==> src/rtl/tdm_pkg.sv <==
// Shared definitions for the 16-channel TDM serializer: state encoding,
// channel constants and a channel-advance helper.
package tdm_pkg;

  typedef enum logic {
    IDLE = 1'b0,
    SEND = 1'b1
  } state_t;

  localparam int NUM_CH = 16;
  localparam int CH_W   = 4;

  localparam logic [CH_W-1:0] LAST_CH = 4'd15;

  // Channel index wraps with plain 4-bit modulo arithmetic.
  function automatic logic [CH_W-1:0] next_ch(input logic [CH_W-1:0] ch);
    return ch + 4'd1;
  endfunction

endpackage

==> src/rtl/tdm_mux16_if.sv <==
// Bus bundle of the TDM serializer: frame request, parallel channel data
// and the registered serial-side outputs.
interface tdm_mux16_if;
  import tdm_pkg::*;

  logic              start;
  logic [NUM_CH-1:0] data_in;
  logic              ser_out;
  logic [CH_W-1:0]   ch_idx;
  logic              bit_valid;
  logic              frame_sync;
  logic              busy;
  logic              done;

  modport master (
    output start, data_in,
    input  ser_out, ch_idx, bit_valid, frame_sync, busy, done
  );

  modport slave (
    input  start, data_in,
    output ser_out, ch_idx, bit_valid, frame_sync, busy, done
  );

endinterface

==> src/rtl/tdm_mux16_slot_tick.sv <==
// Slot divider: counts 0..DIV-1 while run is high and flags the terminal
// count with a one-cycle tick; held at zero whenever run is low.
module slot_tick #(
  parameter int DIV = 4
) (
  input  logic clk,
  input  logic rst,
  input  logic run,
  output logic tick
);

  localparam int CNT_W = ($clog2(DIV + 1) > 1) ? $clog2(DIV + 1) : 1;
  localparam logic [CNT_W-1:0] TERM = CNT_W'(DIV - 1);

  logic [CNT_W-1:0] cnt_r;

  assign tick = run && (cnt_r == TERM);

  // Slot counter register; wraps on terminal count so back-to-back frames keep cadence.
  always_ff @(posedge clk) begin
    if (rst) begin
      cnt_r <= '0;
    end else if (!run) begin
      cnt_r <= '0;
    end else if (cnt_r == TERM) begin
      cnt_r <= '0;
    end else begin
      cnt_r <= cnt_r + CNT_W'(1);
    end
  end

endmodule

==> src/rtl/tdm_mux16.sv <==
// 16-channel TDM serializer: captures a 16-bit word on start and shifts one
// channel bit out per DIV-cycle slot, optionally repeating frames forever.
module tdm_mux16
  import tdm_pkg::*;
#(
  parameter int DIV  = 4,
  parameter bit CONT = 1'b0
) (
  input  logic        clk,
  input  logic        rst,
  tdm_mux16_if.slave  bus
);

  state_t            state_r;
  state_t            state_s;
  logic [NUM_CH-1:0] shadow_r;
  logic [NUM_CH-1:0] shadow_s;
  logic [CH_W-1:0]   ch_r;
  logic [CH_W-1:0]   ch_s;
  logic              tick_s;
  logic              done_s;
  logic              sync_s;
  logic              ser_s;
  logic              send_s;

  slot_tick #(.DIV(DIV)) u_slot_tick (
    .clk  (clk),
    .rst  (rst),
    .run  (state_r == SEND),
    .tick (tick_s)
  );

  // Next-state logic; outputs are derived from next-state values so they can be registered.
  always_comb begin
    state_s  = state_r;
    shadow_s = shadow_r;
    ch_s     = ch_r;
    done_s   = 1'b0;
    sync_s   = 1'b0;
    case (state_r)
      IDLE: begin
        if (bus.start) begin
          state_s  = SEND;
          shadow_s = bus.data_in;
          ch_s     = '0;
          sync_s   = 1'b1;
        end else begin
          ch_s = '0;
        end
      end
      SEND: begin
        if (tick_s) begin
          if (ch_r == LAST_CH) begin
            if (CONT == 1'b1) begin
              // Continuous mode: fresh capture and a new frame with no idle gap.
              shadow_s = bus.data_in;
              ch_s     = '0;
              sync_s   = 1'b1;
            end else begin
              state_s = IDLE;
              ch_s    = '0;
              done_s  = 1'b1;
            end
          end else begin
            ch_s = next_ch(ch_r);
          end
        end else begin
          ch_s = ch_r;
        end
      end
      default: begin
        state_s = IDLE;
        ch_s    = '0;
      end
    endcase
    send_s = (state_s == SEND);
    ser_s  = send_s ? shadow_s[ch_s] : 1'b0;
  end

  // State, shadow word and every output are registered here.
  always_ff @(posedge clk) begin
    if (rst) begin
      state_r        <= IDLE;
      shadow_r       <= '0;
      ch_r           <= '0;
      bus.ser_out    <= 1'b0;
      bus.ch_idx     <= '0;
      bus.bit_valid  <= 1'b0;
      bus.frame_sync <= 1'b0;
      bus.busy       <= 1'b0;
      bus.done       <= 1'b0;
    end else begin
      state_r        <= state_s;
      shadow_r       <= shadow_s;
      ch_r           <= ch_s;
      bus.ser_out    <= ser_s;
      bus.ch_idx     <= ch_s;
      bus.bit_valid  <= send_s;
      bus.frame_sync <= sync_s;
      bus.busy       <= send_s;
      bus.done       <= done_s;
    end
  end

endmodule

==> src/flat_wrapper.sv <==
// flat-port wrapper written by rule: the top's interface ports become plain ports
module tdm_mux16_flat import tdm_pkg::*;
#(
  parameter int DIV  = 4,
  parameter bit CONT = 1'b0
)
  (clk, rst, bus_start, bus_data_in, bus_ser_out, bus_ch_idx, bus_bit_valid, bus_frame_sync, bus_busy, bus_done);
  tdm_mux16_if bus_i ();
  input  logic clk;
  input  logic rst;
  input wire logic [$bits(bus_i.start)-1:0] bus_start;
  input wire logic [$bits(bus_i.data_in)-1:0] bus_data_in;
  output wire logic [$bits(bus_i.ser_out)-1:0] bus_ser_out;
  output wire logic [$bits(bus_i.ch_idx)-1:0] bus_ch_idx;
  output wire logic [$bits(bus_i.bit_valid)-1:0] bus_bit_valid;
  output wire logic [$bits(bus_i.frame_sync)-1:0] bus_frame_sync;
  output wire logic [$bits(bus_i.busy)-1:0] bus_busy;
  output wire logic [$bits(bus_i.done)-1:0] bus_done;
  assign bus_i.start = bus_start;
  assign bus_i.data_in = bus_data_in;
  assign bus_ser_out = bus_i.ser_out;
  assign bus_ch_idx = bus_i.ch_idx;
  assign bus_bit_valid = bus_i.bit_valid;
  assign bus_frame_sync = bus_i.frame_sync;
  assign bus_busy = bus_i.busy;
  assign bus_done = bus_i.done;
  tdm_mux16 #(.DIV(DIV), .CONT(CONT)) u_core (.clk(clk), .rst(rst), .bus(bus_i));
endmodule
==> config.mk <==
export PLATFORM = sky130hd
export DESIGN_NAME = tdm_mux16_flat
export DESIGN_NICKNAME = d
export VERILOG_FILES = /design/src/rtl/tdm_pkg.sv /design/src/rtl/tdm_mux16_if.sv /design/src/rtl/tdm_mux16_slot_tick.sv /design/src/rtl/tdm_mux16.sv /design/src/flat_wrapper.sv
export SDC_FILE = /design/constraint.sdc
export NUM_CORES = 1
export LEC_CHECK = 0
export CAP_MARGIN = 10
export CORE_UTILIZATION = 53
export CTS_CLUSTER_SIZE = 28
export DETAILED_ROUTE_END_ITERATION = 7
export MAX_ROUTING_LAYER = met4
export PLACE_DENSITY = 0.9
export SYNTH_ARGS = -nofsm -noshare
export SYNTH_HDL_FRONTEND = slang
export SYNTH_SLANG_ARGS = --single-unit
==> constraint.sdc <==
create_clock -name clk -period 4.1 [get_ports clk]
set_input_delay 0.615 -clock clk [delete_from_list [all_inputs] [get_ports clk]]
set_output_delay 0.615 -clock clk [all_outputs]
set_load 0.02 [all_outputs]
==> impl_results.md <==
* Setup TNS at 0 ns
* Initial Utilization at 57.3%
* Syn avg cell area at 8.22 um2
* GRT met3 Usage at 5.65%
* Ports at 28
* Final Hold Fails at 0
* Vias at 1225
* Grt ovf at 0
* CTS buffer count at 3
* Number of synthesized register bits at 27
* Max_cap viols at 0
* Clock sink count at 27
* Tmin final at 2.39 ns
* Post-Synthesis Net Count at 179
* Run status: completed
* Core box area at 0.00225 mm2
* Die Ht at 51.4 um
* Final WS setup at 1.71 ns
* # hold bufs at CTS at 0
* Slew headroom at 49.0%
* Pins Over Slew Limit at 0
* Dpl hpwl at 2080 um
* DIE AREA at 0.00264 mm2
* IO buf count at 27
* RSZ-0062 raised after global routing: false
* Final Wtd Congestion at 0.849
* Crit path required time at 4.34 ns
* P_leak at 0.600 nW
* Crit path max fanout at 17
* Crit share post-route at 58.3%
* Initial antenna violation count at 0
* Antenna Cells at 0
* DRC Markers at 0
* Met2 Track Usage GR at 41.1%
* DR pass1 iterations at 4
* Vias in the first global route at 1097
* Die width at 51.4 um
* Primary FF master, synth: dfxtp_1
* Worst slack at placement at 1.75 ns
* Cell Pwr Density at 299 mW/mm2
* Final-report setup violation count at 0
* Slew @ Worst Pin at 0.763 ns
* Cell row count at 17
* CTS tree: yes
* Mapped Cells at 157
* Routed Antenna Nets at 0
* Share of cells above drive strength 1 at 5.62%
* Initial drt markers at 36
* Gr busiest metal: met2
* Vias per Instance at 5.95
* Critical path class: reg -> reg
* Clock Latency Late Sink at 0.33 ns
* Syn. warnings at 0
* Top cell type by total area after synthesis: dfxtp_1
* Critical path arrival at 2.63 ns
* Drt wl/cell at 13.8 um
* Seq/Total Area, Yosys at 41.9%
* Met1 usage at 27.2%
* Worst hold path type: reg -> reg
* First-pass GRT wire length at 4690 um
* Post-Route WL at 2840 um
* Synth top area share at 41.9%
* CP startpoint kind: register
* Fmax at 0.419 GHz
* Async SR Flop Fraction at 0%
* Post-synth EDFFs at 0
* # nets final at 201
* Worst Setup End Kind: register
* Setup bufs post-CTS at 0
* # resized after CTS at 0
* Final Skew at 0.00128 ns
* Top cells by area, synth: dfxtp_1 42%, nand2_1 11%, a21oi_1 7.0%, mux2i_1 3.9%, ha_1 2.9%
* CTS Buffer Depth at 2
* Clk slew on worst S/H paths at 0.14 ns
* Mapped cell area at 0.00129 mm2
* GRT Overall Usage at 24.4%
* Peak VDD IR at 0.000209 V
* Largest net degree at the start of global routing at 22
* Yosys cell types at 37
* CTS Root Buffer Type: clkbuf_4
* H-tree depth at 1
* Layout area overhead at 21.1%
==> state kept, by name, summed over array words and instances, names as in the netlist <==
| name | cells |
|---|---|
| u_core.u_slot_tick.cnt_r | 3 |
| u_core.bus.done | 1 |
| u_core.bus.bit_valid | 1 |
| u_core.bus.frame_sync | 1 |
| u_core.shadow_r | 16 |
| u_core.bus.ch_idx | 4 |
| u_core.bus.ser_out | 1 |
==> per-stage QoR <==
stage | power (W) | std cells | utilization (%) | hold WS, ns | area (um2)
after CTS | 0.000468 | 206 | 69.4 | 0.458 | 1560
after floorplan | 0.000326 | 157 | - | 0.404 | 1290
after detailed placement | 0.000357 | 202 | 68.2 | 0.439 | 1540
after global placement | 0.000353 | 202 | 68.2 | 0.413 | 1540
after global routing | 0.000486 | 206 | 69.4 | 0.488 | 1560
final | 0.000467 | 206 | 69.4 | 0.450 | 1560
==> logic make-up after synthesis <==
family                     share of synthesized area [%]
and+or+nand+nor                                     24.2
adders and majority gates                           2.91
xor gates and xnor gates                            3.20
AOI/OAI and AO/OA                                   17.6
buffers and inverters                               6.30
DFF                                                 41.9
muxes                                               3.88
==> layout make-up <==
class                   count  area [um2]
repair buffers             28         278
fillers                   203         691
flip-flops and latches     27         541
clock buffers               4        26.3
well taps                  28        35.0
multi-input cells         115         669
inverters                   4        15.0
==> where the power goes <==
part	switching [W]	internal (W)	leakage (nW)
Sequential	0.0000104	0.000275	0.221
Combinational	0.0000316	0.0000356	0.364
Clock	0.0000769	0.0000382	0.0150
==> per-layer routing <==
layer / vias to the layer above / wire [um]
li1: 582 / -
met1: 580 / 1150
met2: 55 / 1440
met4: 0 / 84
met5: - / 0
met3: 8 / 167
==> critical path: stages, from the launching register on <==
cell	delay, ns
dfxtp_1	0.37
ha_1	0.16
ha_1	0.55
nand4_2	0.33
nand2_2	0.21
mux2i_1	0.21
o21ai_1	0.08
nand4b_1	0.20
and3_1	0.19
==> cell usage after synthesis, drive strengths merged, types with 3 or more instances <==
cell and number:
nand2 38, dfxtp 27, a21oi 18, nor2 10
buf 9, mux2i 5, nand2b 5, inv 4
a31oi 3, ha 3, nand3 3, nand4 3
nor2b 3, nor3 3, o211ai 3, o21ai 3
xor2 3
==> final timing paths <==
check	startpoint	endpoint	slack (ns)	cells past startpoint
max	u_core.u_slot_tick.cnt_r[0]	u_core.bus.ser_out	1.71	8
min	u_core.u_slot_tick.cnt_r[0]	u_core.u_slot_tick.cnt_r[0]	0.45	1
max reg2reg	u_core.u_slot_tick.cnt_r[0]	u_core.bus.ser_out	1.71	8
min reg2reg	u_core.u_slot_tick.cnt_r[0]	u_core.u_slot_tick.cnt_r[0]	0.45	1
==> layout by cell type, fill, tap and decap left out <==
master           count
nand2_1             37
clkdlybuf4s50_1     27
dfxtp_1             27
a21oi_1             18
nor2_1              10
nand2b_1             5
mux2i_1              5
inv_1                4
nor3_1               3
nand3_1              3
o211ai_1             3
a31oi_1              3
ha_1                 3
clkbuf_4             3
nor2b_1              2
o21ai_1              2
xor2_2               2
o2111ai_1            2
nand4_1              2
nand4_2              1
o21a_1               1
o22ai_1              1
nand2_2              1
o21ai_0              1
a32oi_1              1
nor2b_2              1
o2bb2ai_1            1
o311ai_2             1
o221ai_1             1
nand4b_1             1
a211oi_1             1
and3_1               1
xor2_1               1
nor3b_1              1
clkbuf_1             1
buf_4                1
Power figures use the tool's default switching activity.
